File: src/rtl/food_spawner.sv
// food_spawner: places food on free grid cells via LFSR picks and detects the head eating it
module food_spawner #(
    parameter int          GRID_W    = 32,
    parameter int          GRID_H    = 24,
    parameter int          XW        = 5,
    parameter int          YW        = 5,
    parameter logic [15:0] LFSR_SEED = 16'hACE1,
    parameter int          MAX_TRIES = 64
) (
    input  logic          i_clk,
    input  logic          i_rst_n,
    input  logic [1:0]    i_game_state,
    input  logic          i_move_tick,
    input  logic [XW-1:0] i_head_x,
    input  logic [YW-1:0] i_head_y,
    output logic          o_occ_req,
    output logic [XW-1:0] o_occ_x,
    output logic [YW-1:0] o_occ_y,
    input  logic          i_occ_hit,
    output logic [XW-1:0] o_food_x,
    output logic [YW-1:0] o_food_y,
    output logic          o_food_valid,
    output logic          o_get_food,
    output logic          o_spawn_fail
);
    localparam int              TW     = $clog2(MAX_TRIES + 1);
    localparam int              CW     = $clog2(GRID_W * GRID_H + 1);
    localparam logic [XW:0]     X_LIM  = (XW+1)'(GRID_W);
    localparam logic [YW:0]     Y_LIM  = (YW+1)'(GRID_H);
    localparam logic [XW-1:0]   X_MAX  = XW'(GRID_W - 1);
    localparam logic [YW-1:0]   Y_MAX  = YW'(GRID_H - 1);
    localparam logic [TW-1:0]   T_MAX  = TW'(MAX_TRIES);
    localparam logic [CW-1:0]   C_LAST = CW'(GRID_W * GRID_H - 1);

    typedef enum logic [2:0] {S_IDLE, S_PICK, S_QUERY, S_WAIT, S_ACTIVE, S_HALT} state_t;

    state_t        r_state, w_state;
    logic [15:0]   r_lfsr, w_lfsr;
    logic [TW-1:0] r_tries, w_tries;
    logic          r_scan, w_scan;
    logic [CW-1:0] r_scan_cnt, w_scan_cnt;
    logic [XW-1:0] r_cx, w_cx, r_food_x, w_food_x;
    logic [YW-1:0] r_cy, w_cy, r_food_y, w_food_y;
    logic          r_food_valid, w_food_valid;
    logic          r_get_food, w_get_food;
    logic          r_spawn_fail, w_spawn_fail;
    logic [XW-1:0] w_rx, w_sx;
    logic [YW-1:0] w_ry, w_sy;
    logic          w_in_range, w_restart, w_eat;

    assign w_rx       = r_lfsr[XW-1:0];
    assign w_ry       = r_lfsr[XW+YW-1:XW];
    assign w_in_range = ({1'b0, w_rx} < X_LIM) && ({1'b0, w_ry} < Y_LIM);
    assign w_sx       = (r_cx == X_MAX) ? '0 : r_cx + 1'b1;
    assign w_sy       = (r_cx != X_MAX) ? r_cy : (r_cy == Y_MAX) ? '0 : r_cy + 1'b1;
    assign w_restart  = i_game_state == 2'b10;
    assign w_eat      = i_game_state == 2'b00 && i_move_tick &&
                        i_head_x == r_food_x && i_head_y == r_food_y;
    assign w_lfsr     = (r_lfsr == '0) ? LFSR_SEED :
                        ({1'b0, r_lfsr[15:1]} ^ (r_lfsr[0] ? 16'hB400 : 16'h0000));

    assign o_occ_req    = r_state == S_QUERY;
    assign o_occ_x      = r_cx;
    assign o_occ_y      = r_cy;
    assign o_food_x     = r_food_x;
    assign o_food_y     = r_food_y;
    assign o_food_valid = r_food_valid;
    assign o_get_food   = r_get_food;
    assign o_spawn_fail = r_spawn_fail;

    // Next-state and datapath updates; restart overrides every state and drops any pending query
    always_comb begin
        w_state      = r_state;
        w_tries      = r_tries;
        w_scan       = r_scan;
        w_scan_cnt   = r_scan_cnt;
        w_cx         = r_cx;
        w_cy         = r_cy;
        w_food_x     = r_food_x;
        w_food_y     = r_food_y;
        w_food_valid = r_food_valid;
        w_get_food   = 1'b0;
        w_spawn_fail = r_spawn_fail;
        if (w_restart) begin
            w_state      = S_IDLE;
            w_tries      = '0;
            w_scan       = 1'b0;
            w_scan_cnt   = '0;
            w_food_valid = 1'b0;
            w_spawn_fail = 1'b0;
        end else begin
            case (r_state)
                S_IDLE: w_state = (i_game_state == 2'b00) ? S_PICK : S_IDLE;
                S_PICK: begin
                    if (r_tries >= T_MAX) begin
                        w_scan     = 1'b1;
                        w_scan_cnt = '0;
                        w_state    = S_QUERY;
                    end else if (w_in_range) begin
                        w_cx    = w_rx;
                        w_cy    = w_ry;
                        w_state = S_QUERY;
                    end else begin
                        w_tries = r_tries + 1'b1;
                    end
                end
                S_QUERY: w_state = S_WAIT;
                S_WAIT: begin
                    if (!i_occ_hit) begin
                        w_food_x     = r_cx;
                        w_food_y     = r_cy;
                        w_food_valid = 1'b1;
                        w_state      = S_ACTIVE;
                    end else if (r_scan) begin
                        if (r_scan_cnt == C_LAST) begin
                            w_spawn_fail = 1'b1;
                            w_food_valid = 1'b0;
                            w_state      = S_HALT;
                        end else begin
                            w_scan_cnt = r_scan_cnt + 1'b1;
                            w_cx       = w_sx;
                            w_cy       = w_sy;
                            w_state    = S_QUERY;
                        end
                    end else begin
                        w_tries = r_tries + 1'b1;
                        if (r_tries + 1'b1 >= T_MAX) begin
                            w_scan     = 1'b1;
                            w_scan_cnt = '0;
                            w_state    = S_QUERY;
                        end else begin
                            w_state = S_PICK;
                        end
                    end
                end
                S_ACTIVE: begin
                    if (w_eat) begin
                        w_get_food   = 1'b1;
                        w_food_valid = 1'b0;
                        w_tries      = '0;
                        w_scan       = 1'b0;
                        w_state      = S_PICK;
                    end
                end
                S_HALT:  w_state = S_HALT;
                default: w_state = S_IDLE;
            endcase
        end
    end

    // State and datapath registers with synchronous active-low reset; the LFSR steps every cycle
    always_ff @(posedge i_clk) begin
        if (!i_rst_n) begin
            r_state      <= S_IDLE;
            r_lfsr       <= LFSR_SEED;
            r_tries      <= '0;
            r_scan       <= 1'b0;
            r_scan_cnt   <= '0;
            r_cx         <= '0;
            r_cy         <= '0;
            r_food_x     <= '0;
            r_food_y     <= '0;
            r_food_valid <= 1'b0;
            r_get_food   <= 1'b0;
            r_spawn_fail <= 1'b0;
        end else begin
            r_state      <= w_state;
            r_lfsr       <= w_lfsr;
            r_tries      <= w_tries;
            r_scan       <= w_scan;
            r_scan_cnt   <= w_scan_cnt;
            r_cx         <= w_cx;
            r_cy         <= w_cy;
            r_food_x     <= w_food_x;
            r_food_y     <= w_food_y;
            r_food_valid <= w_food_valid;
            r_get_food   <= w_get_food;
            r_spawn_fail <= w_spawn_fail;
        end
    end
endmodule

File: config.mk
export PLATFORM = sky130hd
export DESIGN_NAME = food_spawner
export DESIGN_NICKNAME = d
export VERILOG_FILES = /design/src/rtl/food_spawner.sv
export SDC_FILE = /design/constraint.sdc
export NUM_CORES = 1
export LEC_CHECK = 0
export BUFFER_PORTS_ARGS = -buffer_cell sky130_fd_sc_hd__buf_2
export CELL_PAD_IN_SITES_DETAIL_PLACEMENT = 2
export CELL_PAD_IN_SITES_GLOBAL_PLACEMENT = 2
export CORE_ASPECT_RATIO = 1.4
export CORE_UTILIZATION = 38
export DETAILED_ROUTE_END_ITERATION = 12
export PLACE_DENSITY_LB_ADDON = 0.15
export SLEW_MARGIN = 20
export SYNTH_ARGS = -nofsm -noshare
export SYNTH_HDL_FRONTEND = slang
export SYNTH_SLANG_ARGS = --single-unit
export TNS_END_PERCENT = 50
File: constraint.sdc
create_clock -name i_clk -period 4.84 [get_ports i_clk]
set_clock_uncertainty 0.15 [all_clocks]
set_input_delay 0.968 -clock i_clk [delete_from_list [all_inputs] [get_ports i_clk]]
set_output_delay 0.968 -clock i_clk [all_outputs]
set_load 0.02 [all_outputs]
After elaboration in Yosys (flattened, before gate mapping). Index checks and enable logic that the tools add are counted.

Register bits: 60. Input port bits: 16. Output and inout port bits: 24. Word-level logic and storage cells: 120.

$add $sub $neg: 4. Order comparisons: 3. Equality and inequality tests: 27. Mux-type cells: 48. Bitwise logic cells: 5. Reductions and logical operators: 21.

Operators by type and width (number): 2-to-1 mux 5 bit (13); 2-to-1 mux 10 bit (5); 2-to-1 mux 7 bit (5); one-hot mux 7 bit (3 select lines) (1); inequality test 2 bit, second input constant (10); one-hot mux 10 bit (2 select lines) (1); one-hot mux 5 bit (2 select lines) (2); 2-to-1 mux 3 bit (6); one-hot mux 3 bit (6 select lines) (1); logical NOT 16 bit (1); 2-to-1 mux 16 bit (1); bitwise XOR 15 x 16 -> 16 bit (1); inequality test 3 bit, second input constant (5); >= comparator 7 bit, second input constant (2); AND reduction 4 bit (3); adder 10 x 1 -> 10 bit, second input constant (1); adder 5 x 1 -> 5 bit, second input constant (2); == test 10 bit, second input constant (1); == test 5 bit (2); == test 5 bit, second input constant (2); 2-to-1 mux 1 bit (10); AND reduction 8 bit (1); adder 7 x 1 -> 7 bit, second input constant (1); AND reduction 7 bit (1); other kinds (21) (30).

Longest topological paths before layout.
Word-level depth: 7. Mapped depth: 8. Mapped depth without buffers: 8.

Worst setup path before layout. Ideal clock, no wire load.

Path kind: reg-to-output. Start point: reg r_state[1]. End point: out o_occ_req. Data arrival time: 1.410 ns. Data required time: 3.722 ns. Path slack: 2.312 ns. Stages on the path, launching flop included: 5. Path buffers: 3. Cells stage by stage: dfxtp_1 > buf_2 > buf_6 > clkbuf_1 > nor3b_1.

Longest elaborated chain between the ends: 1.

Ends and longest elaborated chain: from (decl) (RTL line 37) `state_t r_state, w_state;`; from (signal assigned) (RTL line 167) `r_state <= w_state;`; == test 3 x 2 -> 1 bit (RTL line 62) `assign o_occ_req = r_state == S_QUERY;`; to (decl) (RTL line 16) `output logic o_occ_req,`.

No other way between the ends.

Worst setup path in the final report.
Start point: reg r_state[1]. End point: reg r_scan_cnt[1].

Longest elaborated chain between the ends: 3. Elaborated cells on any way between the ends: 9. Classes of those cells: eq/ne: 6; mux: 1; reduce/logical: 2.

Ends and longest elaborated chain: == test 3 x 2 -> 1 bit / == test 3 x 1 -> 1 bit (equally long branches) (RTL line 92) `case (r_state)`; inequality test 3 bit (no source line) (tied with other cells); AND reduction 5 bit (no source line); to (signal assigned) (RTL line 171) `r_scan_cnt <= w_scan_cnt;`; to (decl) (RTL line 41) `logic [CW-1:0] r_scan_cnt, w_scan_cnt;`.

Parallel ways exist; a longest one is shown, timed or not. A chain may end at the register's enable or synchronous reset.

==> impl_metrics.toml <==
[status]
status = "finished, final reports clean"

[timing]
period_needed_ns = 3.01
period_share = 0.623
hold_viol = 0
fin_tns_setup_ns = 0
hold_slack_ns = 0.308
slew_violations = 0
worst_pin_slew_ns = 0.935
relSlewSlack = 0.368
clock.fmax_mhz = 332
setup_violations = 0
rsz0062_at_grt = "no"

[clocking]
cts_made_buffers = 9
holdBufCountCts = 0
clk_latency_ns = 0.36
clkTransAtPathRegs_ns = 0.07
cts_root_buf = "clkbuf_8"
tritoncts = "yes"
cts_resized = 0
clock-sinks = 60
postCtsSetupRepairBufs = 0
cts_buffer_depth = 2
cts.htree.levels = 3

[logic_synthesis]
synth_adder_area_share = 0.0206
yosysSeqAreaShare = 0.395
synth.cell_area_um2 = 3040
yosysUniqueCellTypes = 57
yosysWarnings = 0
synth-edff-count = 0
synth-xor-area-share = 0.0662
post_synth_and_or_nand_nor_area_fraction = 0.274
synth_top_family_by_area = "simple AND/OR/NAND/NOR gates"
synth_flop_cell = "dfxtp_1"
syn_nets = 364
muxShareOfSynthArea = 0.0464
synth_cells = 343
ys_ff_latch = 60
async_flop_share = 0
syn-mean-instance-area_um2 = 8.88
synth-compound-area-share = 0.158

[hold_path]
hp-start = "r_lfsr[12]$_SDFF_PP0_"
hold_path_class = "register to register"
whs_endpoint = "r_lfsr[11]$_SDFF_PP1_"
hold_depth = 1

[floorplanning]
core_um2 = 7750
die_y_um = 108
dieArea_um2 = 8380
rows = 38
io_pins = 40
initial_core_util = 0.393
die_w_um = 77.6

[pwr]
peakVddDrop_mv = 0.204
p_per_area_nw_per_um2 = 331
leakage_nw = 1.43

[global_route]
grt_max_degree = 28
grt_pass1_wl_um = 14700
first_global_vias = 2952
grt_usage = 0.231
gr-total-overflow = 0
grt_antenna_before_repair = 0

[critical_path]
reg2reg_from = "r_state[1]$_SDFFE_PP0P_"
worstSetupStartpointType = "register"
rr_endpoint = "r_scan_cnt[1]$_SDFFE_PP0P_"
ff2ff_path_depth = 5
worst_ep_arrival_time_ns = 3.14
worstPathRequired_ns = 4.97
worstSetupPathType = "register to register"
r2r_setup_slack_ns = 1.83
crit_fanout = 27
endpoint_kind = "register"

[layout]
fin_area_um2 = 3500
antenna_cells = 0
layout-drive-gt1-share = 0.178
layoutNonFillerInstCount = 481
nNetsFinal = 397
syn2layout_area_growth_pct = 15.1

[route]
drc_errors = 0
post_drt_wl_per_cell_um = 18.6
via_count = 2710
drt.antenna.violating_nets = 0
first_pass_iters = 4
drtIter0Drc = 111
wl_um = 8960
via_per_inst = 5.63

[placement]
dp_cells = 465
post_dp_cell_area_um2 = 3270
dp_hpwl_um = 6620
gp_congestion = 0.810
port_buffers = 39

[run]
drv_cap = 0
-- critical path: stages (launching register included) --
cell and delay (ns):
dfxtp_1 0.90, nand3b_2 0.52, nor4_4 0.83, nand2b_1 0.25, o21ai_0 0.09, a21oi_1 0.18
-- logic make-up after synthesis --
kind of cell    after synthesis
compound gates               70
xor+xnor                     23
fa+ha+maj                     5
buf+inv                      24
flops                        60
mux                          14
simple gates                147
-- area by class of cell --
cell class	instances	area, um2
Timing Repair Buffer	39	195
Clock inverter	6	87.6
Tap cell	100	125
Multi-Input combinational cell	259	1730
Clock buffer	10	138
Inverter	7	26.3
Sequential cell	60	1200
Fill cell	868	4250
-- cell usage in the layout, fill, tap and decap left out, types with 7 or more instances in the layout --
master	instances
o21ai_0	11
clkbuf_8	10
nand2_1	25
buf_2	39
nor2_1	29
nand3_1	14
or3_1	7
xnor2_1	14
mux2i_1	13
dfxtp_1	60
nand2b_1	10
a21oi_1	21
and2_1	8
inv_1	7
or4_1	8
o31ai_1	10
nand4_1	8
xor2_1	9
-- stage by stage --
| stage | setup WS, ns | total power, mW | utilization |
|---|---|---|---|
| floorplan | 2.31 | 0.616 | - |
| finish | 1.83 | 1.16 | 0.452 |
| CTS | 1.48 | 1.17 | 0.451 |
| global route | 1.55 | 1.20 | 0.452 |
| detailed placement | 1.53 | 0.654 | 0.422 |
| global placement | 1.68 | 0.650 | 0.422 |
-- cell usage after synthesis (all sizes together) (2+ instances only) --
master	n	share of area
nand4	9	0.021
and3	3	0.0078
a31oi	4	0.0082
nand2	25	0.031
or2	3	0.0062
o211ai	3	0.0074
clkbuf	8	0.0099
and2	8	0.016
nor2	29	0.036
or4	8	0.020
xor2	9	0.026
nand4b	2	0.0058
nand3b	5	0.014
nor4	6	0.014
xnor2	14	0.040
inv	7	0.0086
a21oi	22	0.037
o211a	6	0.020
or3	7	0.014
buf	9	0.021
mux2i	13	0.043
nor3b	3	0.0074
ha	5	0.021
dfxtp	60	0.39
o22ai	3	0.0062
nand3	15	0.026
nand2b	10	0.021
nor2b	4	0.011
o31ai	10	0.025
nor3	5	0.0082
o21ai	12	0.020
-- how the worst max path moves through the flow --
stage,startpoint,end,slack (ns),cells after the start
finish,r_state[1]$_SDFFE_PP0P_,r_scan_cnt[1]$_SDFFE_PP0P_,1.83,5
global route,r_state[1]$_SDFFE_PP0P_,r_scan_cnt[1]$_SDFFE_PP0P_,1.55,5
CTS,r_state[1]$_SDFFE_PP0P_,r_scan_cnt[1]$_SDFFE_PP0P_,1.48,5
detailed placement,r_state[1]$_SDFFE_PP0P_,r_scan_cnt[1]$_SDFFE_PP0P_,1.53,5
global placement,r_state[1]$_SDFFE_PP0P_,r_scan_cnt[1]$_SDFFE_PP0P_,1.68,5
floorplan,r_state[1]$_SDFFE_PP0P_,o_occ_req,2.31,4
-- registers in the layout, indices dropped and copies added (netlist names) --
register / flops
r_lfsr: 16
r_scan_cnt: 10
r_tries: 7
o_food_x: 5
o_food_y: 5
o_occ_x: 5
o_occ_y: 5
r_state: 3
o_food_valid: 1
o_get_food: 1
o_spawn_fail: 1
r_scan: 1
-- power by group --
group          leakage (nW)  internal (mW)  total [mW]  switching [mW]
combinational         0.837         0.0431       0.105          0.0616
sequential            0.489          0.510       0.537          0.0266
clock                 0.105          0.302       0.516           0.214
-- per-layer routing --
layer  track usage  wire (um)  vias to the layer above
li1              -          -                     1316
met1         0.235       3530                     1348
met2         0.447       5050                       29
met3        0.0373        142                       17
met4         0.119        236                        0
met5             0          0                        -
No activity file was read; power rests on OpenSTA's default activity.
